### src/rtl/nibble_serial_add_ctrl.sv
// Nibble-serial add/subtract sequencer that time-shares one external 4-bit adder.
// Operands go in and results come out over valid/ready handshakes, LSB nibble first.
module nibble_serial_add_ctrl #(
  parameter int WIDTH = 16,
  localparam int NIB = WIDTH / 4
) (
  input  logic             clk,
  input  logic             rst_n,
  input  logic             in_valid,
  output logic             in_ready,
  input  logic [WIDTH-1:0] a,
  input  logic [WIDTH-1:0] b,
  input  logic             sub,
  output logic             out_valid,
  input  logic             out_ready,
  output logic [WIDTH-1:0] sum,
  output logic             cout,
  output logic [3:0]       add_a,
  output logic [3:0]       add_b,
  output logic             add_cin,
  input  logic [3:0]       add_sum,
  input  logic             add_cout
);

  localparam int IDXW = (NIB > 1) ? $clog2(NIB) : 1;

  typedef enum logic [1:0] {
    IDLE = 2'b00,
    RUN  = 2'b01,
    DONE = 2'b10
  } state_t;

  state_t           state_r, state_nxt_s;
  logic [WIDTH-1:0] a_r, b_r, sum_r, sum_upd_s, sum_out_r;
  logic             sub_r, carry_r, cout_r, last_s;
  logic [IDXW-1:0]  idx_r;

  assign last_s    = (idx_r == IDXW'(NIB - 1));
  assign in_ready  = (state_r == IDLE);
  assign out_valid = (state_r == DONE);
  assign sum       = sum_out_r;
  assign cout      = cout_r;

  // state register
  always_ff @(posedge clk or negedge rst_n) begin
    if (!rst_n) begin
      state_r <= IDLE;
    end else begin
      state_r <= state_nxt_s;
    end
  end

  // next-state decode and shared-adder operand steering (only live in RUN)
  always_comb begin
    state_nxt_s = state_r;
    add_a       = 4'b0000;
    add_b       = 4'b0000;
    add_cin     = 1'b0;
    case (state_r)
      IDLE: begin
        if (in_valid) state_nxt_s = RUN;
        else          state_nxt_s = IDLE;
      end
      RUN: begin
        add_a   = a_r[{idx_r, 2'b00} +: 4];
        add_b   = b_r[{idx_r, 2'b00} +: 4] ^ {4{sub_r}};
        add_cin = carry_r;
        if (last_s) state_nxt_s = DONE;
        else        state_nxt_s = RUN;
      end
      DONE: begin
        if (out_ready) state_nxt_s = IDLE;
        else           state_nxt_s = DONE;
      end
      default: state_nxt_s = IDLE;
    endcase
  end

  // partial result with the current nibble merged in
  always_comb begin
    sum_upd_s = sum_r;
    sum_upd_s[{idx_r, 2'b00} +: 4] = add_sum;
  end

  // operand capture, nibble accumulation and result registers
  always_ff @(posedge clk or negedge rst_n) begin
    if (!rst_n) begin
      a_r       <= '0;
      b_r       <= '0;
      sub_r     <= 1'b0;
      carry_r   <= 1'b0;
      idx_r     <= '0;
      sum_r     <= '0;
      sum_out_r <= '0;
      cout_r    <= 1'b0;
    end else begin
      case (state_r)
        IDLE: begin
          if (in_valid) begin
            a_r     <= a;
            b_r     <= b;
            sub_r   <= sub;
            carry_r <= sub;  // +1 of the two's complement enters as carry-in
            idx_r   <= '0;
          end
        end
        RUN: begin
          sum_r   <= sum_upd_s;
          carry_r <= add_cout;
          if (last_s) begin
            idx_r     <= '0;
            sum_out_r <= sum_upd_s;
            cout_r    <= add_cout;
          end else begin
            idx_r <= idx_r + IDXW'(1);
          end
        end
        default: begin
        end
      endcase
    end
  end

endmodule

### config.mk
export PLATFORM = sky130hd
export DESIGN_NAME = nibble_serial_add_ctrl
export DESIGN_NICKNAME = d
export VERILOG_FILES = /design/src/rtl/nibble_serial_add_ctrl.sv
export SDC_FILE = /design/constraint.sdc
export NUM_CORES = 1
export LEC_CHECK = 0
export BUFFER_PORTS_ARGS = -buffer_cell sky130_fd_sc_hd__buf_2
export CORE_AREA = 5 5 71 137
export CTS_BUF_LIST = sky130_fd_sc_hd__clkbuf_8
export CTS_CLUSTER_DIAMETER = 200
export DETAILED_ROUTE_END_ITERATION = 8
export DIE_AREA = 0 0 76 142
export GPL_ROUTABILITY_DRIVEN = 0
export PLACE_DENSITY_LB_ADDON = 0.08
export SLEW_MARGIN = 10
export SYNTH_ARGS = -nofsm -noshare
export SYNTH_HDL_FRONTEND = slang
export SYNTH_SLANG_ARGS = --single-unit
### constraint.sdc
create_clock -name clk -period 2.22 [get_ports clk]
set_clock_uncertainty 0.2 [all_clocks]
set_input_delay 0.555 -clock clk [delete_from_list [all_inputs] [get_ports clk]]
set_output_delay 0.555 -clock clk [all_outputs]
set_load 0.005 [all_outputs]
Word-level counts from Yosys, hierarchy flattened
Index checks and enable logic that the tools add are counted.
{ "totals": {"memories": 0, "reg_bits": 71, "in_bits": 42, "output_inout_bits": 28, "mem_bits_ro": 0, "ramBits": 0, "latchBits": 0} }
{ "op_classes": {"n_addsub": 2, "div": 0, "eq_ne": 4, "n_reduce_logical": 5, "n_shift": 4, "order_cmp": 0, "n_mul": 0, "muxes": 13, "bitwise_logic": 1} }
{ "op_table": {"columns": ["op", "count"], "rows": [
  ["variable part select 16 x 5 -> 4 bit", 2],
  ["bitwise mux 16 bit", 1],
  ["variable shift 4 x 6 -> 16 bit, first input constant", 1],
  ["variable part select 4 x 6 -> 16 bit", 1],
  ["2-to-1 mux 2 bit", 4],
  ["2-to-1 mux 4 bit", 2],
  ["negation 4 -> 6 bit", 1],
  ["case mux 2 bit (3 select lines)", 1],
  ["AND reduction 2 bit", 3],
  ["equality test 2 bit, second input constant", 2],
  ["case mux 2 bit (2 select lines)", 1],
  ["bitwise XOR 4 bit", 1],
  ["2-to-1 mux 1 bit", 3],
  ["adder 2 x 1 -> 2 bit, second input constant", 1],
  ["equality test 2 x 1 -> 1 bit, second input constant", 1],
  ["zero test 2 bit", 1],
  ["!= test 2 bit, second input constant", 1],
  ["case mux 1 bit (2 select lines)", 1],
  ["nonzero test 2 bit", 1]
]} }

Longest topological paths before layout
{ "depth": {"depth_word": 3, "mapped_depth": 7} }

Least setup slack after synthesis
OpenSTA, ideal clock, no wires.
{ "synth_timing": {"path_type": "flip-flop to output port", "from": "reg idx_r[0]", "to": "out add_b[1]", "t_required_ns": 1.465, "stages_incl_launch_ff": 5, "path_slack_ns": 0.028, "n_path_buf": 1, "t_arrival_ns": 1.437, "cell_sequence": "dfrtp_1 > buf_6 > mux4_2 > xnor2_1 > nor2_1"} }
{ "synth_via": {"elab_chain_len": 3} }
{ "synth_rtl": {"columns": ["element", "line", "text"], "rows": [
  ["from (decl)", "36", "logic [IDXW-1:0] idx_r;"],
  ["from (signal assigned)", "115", "idx_r <= idx_r + IDXW'(1);"],
  ["variable part select 16 x 5 -> 4 bit", "66", "add_b = b_r[{idx_r, 2'b00} +: 4] ^ {4{sub_r}};"],
  ["bitwise XOR 4 bit", "66", null],
  ["2-to-1 mux 4 bit", "59", "case (state_r)"],
  ["to (decl)", "19", "output logic [3:0] add_b,"]
]} }
Every way passes these cells.

Worst setup path in the final report
{ "layout_timing": {"from": "reg idx_r[0]", "to": "out add_a[2]"} }
{ "layout_via": {"elab_chain_len": 2} }
{ "layout_rtl": {"columns": ["element", "line", "text"], "rows": [
  ["variable part select 16 x 5 -> 4 bit", "65", "add_a = a_r[{idx_r, 2'b00} +: 4];"],
  ["2-to-1 mux 4 bit", "59", null],
  ["to (decl)", "18", "output logic [3:0] add_a,"]
]} }
Every way passes these cells.

==> results by stage <==
Yosys:
- A synthesized cell averages 12.6 um^2.
- The area of the mapped netlist is 0.00332 mm^2.
- Counting distinct cell types in the post-synthesis netlist gives 37.
- The Yosys step of the flow raised 0 warnings.
- In the synthesized netlist, the number of instances is 264.
- Synthesis inferred 71 register bits.
- The sequential cell area fraction in the yosys report is 53.5%.
- The number of nets handed over by synthesis was 312.

Final layout:
- In the layout the commonest cells are sky130_fd_sc_hd__dfrtp_1, sky130_fd_sc_hd__buf_2, sky130_fd_sc_hd__mux2_2.
- The sequential cells in the finished layout cover a total of 0.00178 mm^2.
- The share of post-route cells with drive strength above 1 is 44.4%.
- The post-route cell area is 0.00408 mm^2.
- Summing all multi-input logic gate instances after layout gives 0.00143 mm^2.
- The net total in the final layout is 395.
- The post-synthesis to final-layout area growth is 23.0%.
- The number of antenna diodes in the final layout is 0.
- Fill cells in the final layout number 833.
- After the flow finishes, the layout carries non-filler instances totaling 451.
- The leading cell type in the layout, fill and taps excluded is sky130_fd_sc_hd__dfrtp_1.

Worst setup path:
- Along the worst path, the maximum fanout reaches 5.
- The required time reported for the critical path endpoint is 1.46 ns.
- The highest-delay cell along the critical path is sky130_fd_sc_hd__mux4_2.
- In this run the register-to-register setup slack is 0.19 ns.
- The critical path start-end classification is flop to output port.
- STA classifies the critical path endpoint as an output port.
- The category of the worst setup path launch point is a flop.
- The number of buffers and inverters on the critical path is 3.
- In this design, the largest share of critical-path delay is due to multiplexers.
- The endpoint arrival time on the critical path is 1.73 ns.
- Traced cell by cell, the critical path runs through buf_6 > buf_4 > mux4_2 > and2_4 > buf_2.
- The delay contributed by the slowest stage of the critical path is 0.48 ns.

Pwr:
- The internal power of the cells totals 3.98 mW.
- Across the VDD grid, the largest voltage drop is 0.000591 V.
- The switching share of power is 33.6%.
- The sequential share of power is 37.2%.
- The portion of total power attributed to combinational logic is 48.7%.
- The power spent charging and discharging nets is 2.01 mW.
- The clock share of power is 14.1%.
- The power density of the placed cells is 1470 mW/mm^2.
- Summed over all cells, the static leakage comes to 1.87 nW.

Clock tree:
- Clock tree synthesis selected as its root buffer the cell sky130_fd_sc_hd__clkbuf_8.
- Hold repair after CTS inserted 0 buffers.
- The clock passes through at most 2 buffers.
- The clock transition at the registers of the reported paths is 0.07 ns.
- TritonCTS built the clock tree.
- For the worst-skew pair, the clock arrives at the later sink with an insertion delay of 0.34 ns.
- Counting the buffers created by CTS gives 9.
- The clock net in this run drives a total of 71 sinks.
- In this run the number of H-tree levels came out at 3.

Detailed routing:
- The number of detailed-route iterations in the first pass is 4.
- The residual DRC count is 0.
- The post-detailed-route via-to-cell ratio is 5.05.
- The number of routed nets with antenna violations is 0.
- Summing over every cut layer, the via total after detailed routing is 2276.
- After detailed routing, the total wire length is 7260 um.
- The average routed wire per standard cell is 16.1 um.
- In this run, the number of DRC markers left after iteration 0 of detailed routing was 131.

Floorplanning:
- Row generation in the floorplan step produced 48 rows.
- The initial core utilization is 38.7%.
- The width of the die is 76 um.
- After floorplanning, the core was sized to cover 0.00859 mm^2.
- In this run the vertical extent of the chip is 142 um.
- The die covers 0.0108 mm^2.
- The number of placed I/O pins is 70.

Run status:
- The checks that failed: setup timing.
- The flow ran to the end, but the final reports show violations.

Placed design:
- Summed over all nets, the half-perimeter wirelength after detailed placement is 5330 um.
- The post-place instance area is 0.00383 mm^2.
- Input and output buffers added on the ports amount to 69.
- The cell count after placement is 428.

Global routing:
- The wire length of the first global-routing pass is 12100 um.
- The aggregate global routing overflow is 0.
- Global routing consumed, over all layers together, 14.2% of the routing resources.
- The initial antenna violation count is 0.
- The largest net degree at the start of global routing is 72.
- The via count of the first global-routing pass is 2496.

Timing:
- The worst max-slew margin expressed relative to the limit is 72.1%.
- For the pin with the worst max-slew slack, the measured transition is 0.418 ns.
- Of the available clock period, the critical path in the final layout requires 112%.
- The number of max-slew violations in the final report is 0.
- The final critical-path setup slack is -0.269 ns.
- The setup violation total in the final timing report is 8.
- Timing would allow up to 0.402 GHz.
- The count of final hold-check violations came to 0.
- For the finished layout, the period the worst path requires is 2.49 ns.
- Setup repair after global routing could not meet its margin everywhere.

Worst hold path:
- The tightest min-delay check is of the input pin to asynchronous set/reset pin type.

Flow run:
- The number of max-cap violations is 0.
## per-stage QoR
step / hold slack (ns) / util, % / setup TNS [ns] / worst slack [ns] / power [mW]
floorplan: 0.0594 / - / 0 / 0.0284 / 4.06
global placement: 0.255 / 44.6 / 0 / 0.0423 / 4.94
detailed placement: 0.266 / 44.6 / 0 / 0.0340 / 4.98
CTS: 0.0463 / 46.5 / -2.09 / -0.305 / 5.91
global route: 0.0679 / 47.5 / -2.82 / -0.384 / 6.52
finish: 0.0127 / 47.5 / -2.04 / -0.269 / 6.00
## repair_timing
item                       4_1_cts  5_1_grt
resized for setup                6       10
setup buffers                    0        8
setup endpoints to repair        9       21
pin swaps                        3        2
## final cells by class
class                           count  share of cell area [%]
Clock buffer                       10                    3.37
Clock inverter                      5                   0.490
Inverter                            5                   0.460
Multi-Input combinational cell    168                    35.1
Sequential cell                    71                    43.6
Tap cell                          100                    3.07
Timing Repair Buffer               92                    14.0
## power groups by stage
stage / combinational (mW) / sequential, mW / clock [mW]
after CTS: 2.79 / 2.24 / 0.888
after floorplan: 1.86 / 2.20 / 0
after global routing: 3.26 / 2.33 / 0.940
final: 2.92 / 2.23 / 0.844
after global placement: 2.69 / 2.24 / 0
after detailed placement: 2.72 / 2.26 / 0
## metal layers
layer  up-vias  wire (um)  GRT usage [%]
met1      1107       2650           14.5
met3         9        295           3.68
met2        44       4190           26.5
li1       1116          -              -
met5         -          0              0
met4         0        123           6.19
## cell usage after synthesis
library cell | n | area share, %
sky130_fd_sc_hd__o2bb2ai_1 | 3 | 0.79
sky130_fd_sc_hd__and3b_1 | 1 | 0.26
sky130_fd_sc_hd__and4bb_2 | 2 | 0.75
sky130_fd_sc_hd__clkbuf_1 | 4 | 0.45
sky130_fd_sc_hd__o21ai_0 | 5 | 0.75
sky130_fd_sc_hd__nor2b_1 | 6 | 1.1
sky130_fd_sc_hd__nor3b_2 | 2 | 0.75
sky130_fd_sc_hd__nand3b_1 | 1 | 0.23
sky130_fd_sc_hd__and2_1 | 7 | 1.3
sky130_fd_sc_hd__buf_4 | 2 | 0.45
sky130_fd_sc_hd__nor3b_1 | 1 | 0.23
sky130_fd_sc_hd__mux2i_1 | 1 | 0.30
sky130_fd_sc_hd__or3_1 | 1 | 0.19
sky130_fd_sc_hd__ha_1 | 6 | 2.3
sky130_fd_sc_hd__a31oi_1 | 8 | 1.5
sky130_fd_sc_hd__o21bai_1 | 1 | 0.23
sky130_fd_sc_hd__buf_6 | 1 | 0.34
sky130_fd_sc_hd__nand2_1 | 16 | 1.8
sky130_fd_sc_hd__xnor2_1 | 4 | 1.1
sky130_fd_sc_hd__mux4_1 | 3 | 2.4
sky130_fd_sc_hd__a221oi_1 | 4 | 1.1
sky130_fd_sc_hd__buf_2 | 10 | 1.5
sky130_fd_sc_hd__a32o_1 | 11 | 3.3
sky130_fd_sc_hd__o31ai_1 | 2 | 0.45
sky130_fd_sc_hd__mux4_2 | 5 | 3.4
sky130_fd_sc_hd__inv_1 | 5 | 0.57
sky130_fd_sc_hd__nand3_1 | 4 | 0.60
sky130_fd_sc_hd__nor4b_4 | 1 | 0.72
sky130_fd_sc_hd__mux2_2 | 33 | 11
sky130_fd_sc_hd__a221o_1 | 1 | 0.30
sky130_fd_sc_hd__and4b_1 | 1 | 0.30
sky130_fd_sc_hd__a21oi_1 | 6 | 0.90
sky130_fd_sc_hd__clkbuf_2 | 3 | 0.45
sky130_fd_sc_hd__a32oi_1 | 3 | 0.79
sky130_fd_sc_hd__nor2_1 | 23 | 2.6
sky130_fd_sc_hd__dfrtp_1 | 71 | 54
sky130_fd_sc_hd__nand2b_1 | 6 | 1.1
## state kept, by name (all words and copies together) (netlist names)
name,count
a_r,16
b_r,16
carry_r,1
cout,1
idx_r,2
state_r,2
sub_r,1
sum,16
sum_r,16
## logic make-up after synthesis
| family | share of synthesized area [%] |
|---|---|
| fa+ha+maj | 2.26 |
| mux | 17.3 |
| simple gates | 12.0 |
| xor+xnor | 1.06 |
| flops | 53.5 |
| compound gates | 10.1 |
| buf+inv | 3.77 |
## worst paths after layout
kind,depth (start not counted),startpoint,end
max,5,idx_r[0],add_a[2]
min,2,rst_n,sum_r[0]
max reg2reg,6,idx_r[0],sum[2]
min reg2reg,2,cout,cout
max in group asynchronous,2,rst_n,idx_r[0]
min in group clk,2,out_ready,state_r[1]
Note: power is estimated with default switching activity, not from simulation.
